`config.mk`:
```
export PLATFORM = sky130hd
export DESIGN_NAME = uart_frame_parser
export DESIGN_NICKNAME = d
export VERILOG_FILES = /design/src/rtl/uart_frame_pkg.sv /design/src/rtl/uart_byte_timeout.sv /design/src/rtl/uart_frame_parser.sv
export SDC_FILE = /design/constraint.sdc
export NUM_CORES = 1
export LEC_CHECK = 0
export ABC_CLOCK_PERIOD_IN_PS = 2650
export CORE_ASPECT_RATIO = 1.75
export CORE_MARGIN = 2
export CORE_UTILIZATION = 40
export DETAILED_ROUTE_END_ITERATION = 10
export GPL_TIMING_DRIVEN = 0
export PLACE_DENSITY = 0.68
export SLEW_MARGIN = 15
export SYNTH_ARGS = -nofsm -noshare
export SYNTH_HDL_FRONTEND = slang
export SYNTH_HIERARCHICAL = 1
export SYNTH_SLANG_ARGS = --single-unit
export TNS_END_PERCENT = 20
```
`constraint.sdc`:
```
create_clock -name i_clk -period 2.65 [get_ports i_clk]
set_input_delay 0.3975 -clock i_clk [delete_from_list [all_inputs] [get_ports i_clk]]
set_output_delay 0.3975 -clock i_clk [all_outputs]
set_load 0.005 [all_outputs]
```
`src/rtl/uart_frame_pkg.sv`:
```
// Shared constants, FSM state and error encodings for the UART frame parser.
package uart_frame_pkg;

  localparam logic [7:0] SOF_BYTE = 8'hA5;
  localparam logic [7:0] ACK_BYTE = 8'h06;
  localparam logic [7:0] NAK_BYTE = 8'h15;

  typedef enum logic [2:0] {
    ST_IDLE   = 3'd0,
    ST_LEN    = 3'd1,
    ST_PAY_LO = 3'd2,
    ST_PAY_HI = 3'd3,
    ST_CHK    = 3'd4
  } state_e;

  typedef enum logic [1:0] {
    ERR_NONE    = 2'd0,
    ERR_LEN     = 2'd1,
    ERR_CHK     = 2'd2,
    ERR_TIMEOUT = 2'd3
  } err_e;

  function automatic logic [7:0] reply_byte(input logic ok);
    return ok ? ACK_BYTE : NAK_BYTE;
  endfunction

endpackage

```
`src/rtl/uart_byte_timeout.sv`:
```
// Inter-byte idle counter: cleared by each byte, held at zero while disabled,
// o_expired is high in the cycle the idle count reaches TIMEOUT_CYCLES.
module uart_byte_timeout #(
  parameter int TIMEOUT_CYCLES = 50000
) (
  input  logic i_clk,
  input  logic i_reset,
  input  logic i_en,
  input  logic i_clr,
  output logic o_expired
);

  localparam int W = $clog2(TIMEOUT_CYCLES + 1);

  logic [W-1:0] r_count;
  logic         w_hit;

  // A byte arriving in the would-be expiry cycle suppresses the hit.
  assign w_hit     = i_en && !i_clr && (r_count == W'(TIMEOUT_CYCLES - 1));
  assign o_expired = w_hit;

  // Idle cycle counter
  always_ff @(posedge i_clk) begin
    if (i_reset) begin
      r_count <= '0;
    end else if (!i_en || i_clr || w_hit) begin
      r_count <= '0;
    end else begin
      r_count <= r_count + W'(1);
    end
  end

endmodule

```
`src/rtl/uart_frame_parser.sv`:
```
// Parses SOF/LEN/payload/CHK frames from the UART byte stream, streams samples
// and queues a one-byte ACK/NAK reply for the transmitter.
module uart_frame_parser
  import uart_frame_pkg::*;
#(
  parameter int MAX_SAMPLES    = 64,
  parameter int TIMEOUT_CYCLES = 50000
) (
  input  logic        i_clk,
  input  logic        i_reset,
  input  logic [7:0]  i_rx_byte,
  input  logic        i_rx_valid,
  input  logic        i_tx_ready,
  output logic        o_send,
  output logic [7:0]  o_tx_byte,
  output logic [15:0] o_sample_data,
  output logic        o_sample_valid,
  output logic        o_frame_done,
  output logic        o_frame_ok,
  output logic [1:0]  o_err_code,
  output logic        o_reply_overrun
);

  state_e      r_state;
  state_e      w_state_nxt;
  logic [7:0]  r_samples_left;
  logic [7:0]  r_sum;
  logic [7:0]  r_lo;
  logic        r_slot_valid;
  logic [7:0]  r_slot_byte;

  logic        r_send;
  logic [7:0]  r_tx_byte;
  logic [15:0] r_sample_data;
  logic        r_sample_valid;
  logic        r_frame_done;
  logic        r_frame_ok;
  err_e        r_err_code;
  logic        r_reply_overrun;

  logic        w_expired;
  logic        w_len_bad;
  logic        w_issue;
  logic        w_sample_fire;
  logic        w_frame_end;
  logic        w_frame_ok;
  err_e        w_err;

  uart_byte_timeout #(.TIMEOUT_CYCLES(TIMEOUT_CYCLES)) u_timeout (
    .i_clk     (i_clk),
    .i_reset   (i_reset),
    .i_en      (r_state != ST_IDLE),
    .i_clr     (i_rx_valid),
    .o_expired (w_expired)
  );

  assign w_len_bad = (i_rx_byte == 8'd0) || (int'(i_rx_byte) > MAX_SAMPLES);
  assign w_issue   = r_slot_valid && i_tx_ready && !r_send;

  // FSM state register
  always_ff @(posedge i_clk) begin
    if (i_reset) begin
      r_state <= ST_IDLE;
    end else begin
      r_state <= w_state_nxt;
    end
  end

  // FSM next-state logic; 0xA5 inside a frame is ordinary payload
  always_comb begin
    w_state_nxt = r_state;
    case (r_state)
      ST_IDLE: begin
        if (i_rx_valid && (i_rx_byte == SOF_BYTE)) w_state_nxt = ST_LEN;
        else                                       w_state_nxt = ST_IDLE;
      end
      ST_LEN: begin
        if (i_rx_valid)     w_state_nxt = w_len_bad ? ST_IDLE : ST_PAY_LO;
        else if (w_expired) w_state_nxt = ST_IDLE;
        else                w_state_nxt = ST_LEN;
      end
      ST_PAY_LO: begin
        if (i_rx_valid)     w_state_nxt = ST_PAY_HI;
        else if (w_expired) w_state_nxt = ST_IDLE;
        else                w_state_nxt = ST_PAY_LO;
      end
      ST_PAY_HI: begin
        if (i_rx_valid)     w_state_nxt = (r_samples_left == 8'd1) ? ST_CHK : ST_PAY_LO;
        else if (w_expired) w_state_nxt = ST_IDLE;
        else                w_state_nxt = ST_PAY_HI;
      end
      ST_CHK: begin
        if (i_rx_valid || w_expired) w_state_nxt = ST_IDLE;
        else                         w_state_nxt = ST_CHK;
      end
      default: w_state_nxt = ST_IDLE;
    endcase
  end

  // FSM output decode: sample strobe and frame-end classification
  always_comb begin
    w_sample_fire = (r_state == ST_PAY_HI) && i_rx_valid;
    w_frame_end   = 1'b0;
    w_frame_ok    = 1'b0;
    w_err         = ERR_NONE;
    case (r_state)
      ST_LEN: begin
        if (i_rx_valid && w_len_bad) begin
          w_frame_end = 1'b1;
          w_err       = ERR_LEN;
        end else if (w_expired) begin
          w_frame_end = 1'b1;
          w_err       = ERR_TIMEOUT;
        end else begin
          w_frame_end = 1'b0;
        end
      end
      ST_PAY_LO, ST_PAY_HI: begin
        if (w_expired) begin
          w_frame_end = 1'b1;
          w_err       = ERR_TIMEOUT;
        end else begin
          w_frame_end = 1'b0;
        end
      end
      ST_CHK: begin
        if (i_rx_valid) begin
          w_frame_end = 1'b1;
          w_frame_ok  = (r_sum == i_rx_byte);
          w_err       = (r_sum == i_rx_byte) ? ERR_NONE : ERR_CHK;
        end else if (w_expired) begin
          w_frame_end = 1'b1;
          w_err       = ERR_TIMEOUT;
        end else begin
          w_frame_end = 1'b0;
        end
      end
      default: w_frame_end = 1'b0;
    endcase
  end

  // Payload datapath: sample counter, running checksum, low-byte holding
  always_ff @(posedge i_clk) begin
    if (i_reset) begin
      r_samples_left <= 8'd0;
      r_sum          <= 8'd0;
      r_lo           <= 8'd0;
      r_sample_valid <= 1'b0;
      r_sample_data  <= 16'h0000;
    end else begin
      r_sample_valid <= w_sample_fire;
      if (w_sample_fire) r_sample_data <= {i_rx_byte, r_lo};
      if ((r_state == ST_PAY_LO) && i_rx_valid) r_lo <= i_rx_byte;
      if ((r_state == ST_LEN) && i_rx_valid) begin
        r_samples_left <= i_rx_byte;
        r_sum          <= i_rx_byte;
      end else if (((r_state == ST_PAY_LO) || (r_state == ST_PAY_HI)) && i_rx_valid) begin
        r_sum <= r_sum + i_rx_byte;
        if (w_sample_fire) r_samples_left <= r_samples_left - 8'd1;
      end
    end
  end

  // Frame status and the single-entry reply slot; a new reply outranks an unsent one
  always_ff @(posedge i_clk) begin
    if (i_reset) begin
      r_frame_done    <= 1'b0;
      r_frame_ok      <= 1'b0;
      r_err_code      <= ERR_NONE;
      r_slot_valid    <= 1'b0;
      r_slot_byte     <= 8'h00;
      r_send          <= 1'b0;
      r_tx_byte       <= 8'h00;
      r_reply_overrun <= 1'b0;
    end else begin
      r_frame_done <= w_frame_end;
      r_send       <= w_issue;
      if (w_issue) r_tx_byte <= r_slot_byte;
      if (w_frame_end) begin
        r_frame_ok      <= w_frame_ok;
        r_err_code      <= w_err;
        r_slot_valid    <= 1'b1;
        r_slot_byte     <= reply_byte(w_frame_ok);
        r_reply_overrun <= r_slot_valid && !w_issue;
      end else begin
        r_reply_overrun <= 1'b0;
        if (w_issue) r_slot_valid <= 1'b0;
      end
    end
  end

  assign o_send          = r_send;
  assign o_tx_byte       = r_tx_byte;
  assign o_sample_data   = r_sample_data;
  assign o_sample_valid  = r_sample_valid;
  assign o_frame_done    = r_frame_done;
  assign o_frame_ok      = r_frame_ok;
  assign o_err_code      = r_err_code;
  assign o_reply_overrun = r_reply_overrun;

endmodule

```
==> results.sh <==
export IMPL_power_density_mw_per_mm2=506.6
export IMPL_ys_ff_latch=72
export IMPL_cts_buffers_inserted=9
export IMPL_clkTransAtPathRegs_ps=50
export IMPL_first_global_vias=3168
export IMPL_synth_cell_type_count=67
export IMPL_clock_root_buffer="clkbuf_16"
export IMPL_vdd_ir_drop_max_uv=399.5
export IMPL_power_w=0.002247
export IMPL_cts_sinks=72
export IMPL_grt_max_degree=12
export IMPL_cts_hold_fix_buffers=0
export IMPL_place_hpwl_microns=6820
export IMPL_worst_slack_ps=29.54
export IMPL_rows=46
export IMPL_r2r_start="u_timeout/r_count[0]$_SDFF_PP0_"
export IMPL_rrSetupSlack_ps=510
export IMPL_path_buf_inv=1
export IMPL_ant_nets=0
export IMPL_fin_crit_ps=2620
export IMPL_grt_antenna_before_repair=0
export IMPL_place_gp_congestion=0.9079
export IMPL_path_delay_family="simple AND/OR/NAND/NOR gates"
export IMPL_grt_usage_pct=19.11
export IMPL_port_buffers=38
export IMPL_multi_input_area_sq_mm=0.002039
export IMPL_ios=43
export IMPL_coreArea_sq_mm=0.008979
export IMPL_dieHeight_microns=130.1
export IMPL_worst_path_max_delay_cell="clkdlybuf4s50_1"
export IMPL_startpoint="i_rx_byte[2]"
export IMPL_drt_pass1_iterations=4
export IMPL_routed_via_count=3293
export IMPL_status="finished, final reports clean"
export IMPL_path_class="in -> reg"
export IMPL_drc=0
export IMPL_die_area_sq_mm=0.009895
export IMPL_preCtsSetupSlack_ps=-295.5
export IMPL_fillers=893
export IMPL_hold_class="reg -> reg"
export IMPL_finalWirelength_microns=9270
export IMPL_drive_gt1_share_pct=10.70
export IMPL_most_common_layout_cells="dfxtp_1 (72), nand2_1 (67), nor2_1 (45)"
export IMPL_finalHoldViolCount=0
export IMPL_grt_ovfl_total=0
export IMPL_initial_core_util_pct=40.48
export IMPL_path_cells="clkdlybuf4s50_1 > ha_1 > or4b_1 > or4_4 > o211a_1"
export IMPL_slew_headroom_pct=58.58
export IMPL_critPathMaxFanout=8
export IMPL_ys_flop_type="dfxtp_1"
export IMPL_leakage_nw=1.533
export IMPL_die_w_microns=76.06
export IMPL_max_cap_violations=0
export IMPL_clock_fmax_mhz=381.6
export IMPL_clk_path_buf_depth=2
export IMPL_syn2layout_area_growth_pct=22.00
export IMPL_whs_ps=453.3
export IMPL_final_common_cell="dfxtp_1"
export IMPL_insertion_delay_ps=330
export IMPL_drt_wirelength_per_cell_microns=15.30
export IMPL_arrival_ps=2840
export IMPL_yosysSeqAreaShare_pct=39.66
export IMPL_postSynthCellCount=430
export IMPL_async_flop_share_pct=0
export IMPL_nets=505
export IMPL_crit_required_ps=2870
export IMPL_worstMarginPinSlew_ps=620.6
export IMPL_synth_edf_count=0
export IMPL_slowest_delay_ps=790
export IMPL_htreeDepth=3
export IMPL_avgSynthCellArea_sq_um=8.453
export IMPL_critPathLaunchType="input port"
export IMPL_period_share_pct=98.89
export IMPL_finClkSkew_ps=4.219
export IMPL_endpoint_kind="flip-flop"
export IMPL_post_drt_via_cell_ratio=5.434
export IMPL_seqCellArea_sq_mm=0.001441
export IMPL_hp_start="o_sample_data[3]$_SDFFE_PP0P_"
export IMPL_cts_tree="yes"
export IMPL_antennaDiodeCount=0
export IMPL_slew_viol_final=0
export IMPL_grt_setup_unrepaired="no"
export IMPL_setup_viol=0
export IMPL_grt_pass1_wl_microns=14880
export IMPL_synth_area_sq_mm=0.003635
export IMPL_drt_initial_drc_count=160
export IMPL_synth_warnings=6
timing repair:
item,CTS,global route
buffers inserted,0,0
gates resized for setup,0,1
hold endpoints to repair,0,0
setup endpoints to repair,0,1
synth_stat cells (2+ instances only):
| cell type | count | area share, % |
|---|---|---|
| nand2b_1 | 2 | 0.34 |
| nor2_1 | 45 | 4.6 |
| o2bb2ai_1 | 3 | 0.72 |
| nor2_2 | 6 | 1.0 |
| nand4_1 | 3 | 0.52 |
| o211ai_1 | 4 | 0.83 |
| and3_1 | 3 | 0.52 |
| clkinv_1 | 2 | 0.21 |
| or3_1 | 2 | 0.34 |
| xnor2_1 | 13 | 3.1 |
| nand3_2 | 2 | 0.55 |
| o31ai_1 | 3 | 0.62 |
| a221oi_1 | 2 | 0.48 |
| o21a_1 | 4 | 0.83 |
| nor4b_1 | 2 | 0.48 |
| nor3_1 | 11 | 1.5 |
| o22ai_1 | 2 | 0.34 |
| o21ai_0 | 12 | 1.7 |
| a2bb2oi_1 | 2 | 0.48 |
| a22oi_1 | 2 | 0.41 |
| xor2_1 | 4 | 0.96 |
| a31oi_1 | 3 | 0.52 |
| or4_1 | 2 | 0.41 |
| nand2_1 | 67 | 6.9 |
| inv_1 | 10 | 1.0 |
| a211oi_1 | 7 | 1.4 |
| buf_4 | 7 | 1.4 |
| a21oi_1 | 39 | 5.4 |
| mux2i_1 | 9 | 2.5 |
| nand3_1 | 15 | 2.1 |
| nor4_1 | 2 | 0.34 |
| nor4_2 | 5 | 1.7 |
| clkbuf_1 | 10 | 1.0 |
| buf_2 | 6 | 0.83 |
| dfxtp_1 | 72 | 40 |
| ha_1 | 10 | 3.4 |
| nor2b_1 | 5 | 0.86 |
| a21o_1 | 3 | 0.62 |
power breakdown:
part / total, W / internal, W / switching [W]
sequential: 0.00108 / 0.00108 / 0.000000267
clock: 0.00105 / 0.000622 / 0.000429
combinational: 0.000112 / 0.0000421 / 0.0000697
routing by layer:
metal	global-route usage, %	wire, microns
met3	4.011	403
met2	35.98	4929
met1	19.34	3578
met4	11.66	359
met5	0	0
state kept, by name, indices dropped and copies added, names as in the netlist, 3 cells and up:
| name | count |
|---|---|
| o_sample_data | 16 |
| u_timeout/r_count | 16 |
| r_lo | 8 |
| r_samples_left | 8 |
| r_sum | 8 |
| o_tx_byte | 3 |
| r_slot_byte | 3 |
| r_state | 3 |
area by class of cell:
class	instances	area share, %
Buffer	23	2.709
Clock buffer	11	5.248
Clock inverter	4	0.5079
Inverter	12	1.016
Multi-Input combinational cell	326	45.99
Sequential cell	72	32.51
Tap cell	120	3.386
Timing Repair Buffer	38	8.634
kinds of logic after synthesis:
| group | count (synthesis) | share of synthesized area, % |
|---|---|---|
| buffers and inverters | 35 | 4.544 |
| flip-flops | 72 | 39.66 |
| adder cells (fa/ha/maj) | 11 | 3.993 |
| AND/OR/NAND/NOR | 190 | 27.95 |
| XOR/XNOR | 17 | 4.096 |
| other | 1 | 0.1032 |
| multiplexers | 9 | 2.479 |
| AO/OA/AOI/OAI | 95 | 17.18 |
stage by stage:
step | setup TNS (ps) | util [%] | area (sq um) | instances
after floorplan | 0 | - | 3646 | 433
after global placement | -930.2 | 46.52 | 4177 | 591
after detailed placement | -972.2 | 46.52 | 4177 | 591
after CTS | 0 | 49.36 | 4432 | 606
after global routing | 0 | 49.39 | 4434 | 606
final | 0 | 49.39 | 4434 | 606
worst reg2reg max path: stages (launching register included):
cell	delay, ps
dfxtp_1	340
ha_1	250
and3_1	230
nand4_1	150
nor2_1	110
nor2_1	250
a2bb2oi_1	300
nand2_1	160
o211a_1	230
path summary, 6_finish.rpt:
check,endpoint,cells after the start
hold reg to reg,o_sample_data[3]$_SDFFE_PP0P_,2
setup / recovery,r_slot_byte[0]$_SDFFE_PP0P_,5
setup reg to reg,r_slot_byte[0]$_SDFFE_PP0P_,8
hold / removal,o_sample_data[3]$_SDFFE_PP0P_,2
(Power assumes the default switching activity.)
==> patch: new RTL, same flow settings <==
Register the output `o_reply_overrun` once more, without a reset; this adds one clock of latency there. The other outputs are not delayed to match.
--- a/src/rtl/uart_frame_parser.sv
+++ b/src/rtl/uart_frame_parser.sv
@@ -196,7 +196,9 @@
   assign o_frame_done    = r_frame_done;
   assign o_frame_ok      = r_frame_ok;
   assign o_err_code      = r_err_code;
-  assign o_reply_overrun = r_reply_overrun;
+  always_ff @(posedge i_clk) begin
+    o_reply_overrun <= r_reply_overrun;
+  end
 
 endmodule
 
Function: changed (a bounded check fails within 10 cycles, from zero or initial values and one cycle with i_reset high).
==> patch against the unedited design <==
- synthesized area rose by 0.55%
- largest power group is now clock
- total power increased by 6.7%
- critical endpoint unchanged
- sequential share of layout area up 0.056 points
- first-iteration DRC count rose by 3.8%
- sequential cell count grew 1
- register-to-register slack improved by 0.03 ns
- clock power grew 13%
- cell area grew 1.2%
- setup slack gained 0.043 ns
- routed wire length grew 4.8%
==> patch: results (changes against the unedited design) <==
Status
  • Outcome: completed

Power
  • Maximum vdd ir drop: 396.1 uV (-0.85%)
  • Sw Share: 22.14% (-0.058 points)
  • Leak pwr: 1.555 nW (+1.5%)

STA
  • Hold WS: 0.3302 ns (-0.1232 ns)
  • Fin crit period: 2.578 ns (-0.04255 ns)
  • Post-route setup slack: 0.07209 ns (+0.04255 ns)
  • Slew margin rel.: 56.76% (-1.8 points)
  • Clock skew: 0.003693 ns (-0.0005261 ns)
  • Final period util: 97.28% (-1.6 points)

Yosys
  • Syn_area_per_cell: 8.480 sq um (+0.32%)
  • Synth cell count leaders: dfxtp_1, nand2_1, nor2_1
  • Adder-cell share of the synthesized area: 3.971% (-0.022 points)
  • Top post-synthesis cells by area: dfxtp_1, nand2_1, a21oi_1
  • XOR/XNOR share of the synthesized area: 4.074% (-0.022 points)
  • Compound-Gate Fraction of Synth Area: 17.08% (-0.094 points)
  • Synth cell types: 67 (unchanged)
  • Fraction of synthesized area in multiplexers: 2.465% (-0.014 points)
  • Sequential fraction of the synthesis area: 39.99% (+0.33 points)

Critical path
  • R2r setup slk: 0.54 ns (+0.03 ns)
  • Delay-heaviest family, CP: simple AND/OR/NAND/NOR gates
  • Max incr delay on CP: 0.77 ns (-0.02 ns)
  • Worst r2r dst: r_reply_overrun
  • CP Data Arrival Time: 2.81 ns (-0.03 ns)

Final layout
  • Buffer share of cell area: 11.21% (-0.14 points)
  • Non-CTS inverters: 12 (unchanged)
  • Clk cell area share: 6.440% (+0.68 points)
  • NumNets Final: 506 (+0.20%)
  • # fillers: 863 (-3.4%)
  • Final core occ: 49.99% (+0.60 points)
  • Share of post-route cells with drive strength above 1: 10.86% (+0.16 points)
  • Num sequential: 73 (+1.4%)
  • Fraction of area in registers: 32.56% (+0.056 points)
  • Fraction of area in multi-input gates: 45.44% (-0.55 points)

Clock network
  • Clk_lat worst skew: about 0.34 ns
  • CTS Buf Count: 9 (unchanged)
  • Worst-case clock buffer depth: 2 (unchanged)
  • CTS root buffer: clkbuf_16
  • H-tree levels: 3 (unchanged)

Placement
  • DP Cell Count: 592 (+0.17%)
  • Final Wtd Congestion: 0.8743 (-3.7%)
  • HPWL after DPL: 7.155 mm (+4.9%)
  • Placement Setup Slack: -0.2564 ns (+0.03911 ns)
  • Placed cell area: 4197 sq um (+0.48%)

Route
  • DR WL/cell: 15.98 um (+4.5%)
  • Via count: 3303 (+0.30%)
  • Iter 0 DRT Violations: 166 (+3.8%)
  • Via density: 5.433 (about the same)

Global routing
  • Global-route wire length before repair: 15.51 mm (+4.2%)
  • Vias in the first global route: 3261 (+2.9%)
  • Pin count of the biggest net entering global routing: 13 (+1)
  • Gr usage total: 19.93% (+0.81 points)

Min path
  • Hold Path Stages: 0 (-2)
==> patch: power groups by stage <==
| stage | Combinational, mW | Sequential [mW] | Clock, mW |
|---|---|---|---|
| 6_report | 0.111 | 1.10 | 1.19 |
| 5_1_grt | 0.119 | 1.10 | 1.25 |
| 4_1_cts | 0.110 | 1.10 | 1.21 |
| 3_5_place_dp | 0.110 | 1.12 | 0 |
| 3_3_place_gp | 0.107 | 1.12 | 0 |
| 2_1_floorplan | 0.0582 | 1.12 | 0 |
==> patch: routing by layer <==
metal  track usage (%)  up-vias  share of wire (%)
met2             38.99       77                 54
met3             4.945       29                3.9
met5                 0        -                  0
met1             18.90     1585                 38
li1                  -     1612                  -
met4             10.91        0                3.6
==> patch: worst min-delay path by stage <==
stage | start | endpoint
after floorplan | r_reply_overrun | o_reply_overrun
after global placement | r_reply_overrun | o_reply_overrun
after global routing | r_reply_overrun | o_reply_overrun
final | r_reply_overrun | o_reply_overrun
after detailed placement | r_reply_overrun | o_reply_overrun
after CTS | r_reply_overrun | o_reply_overrun
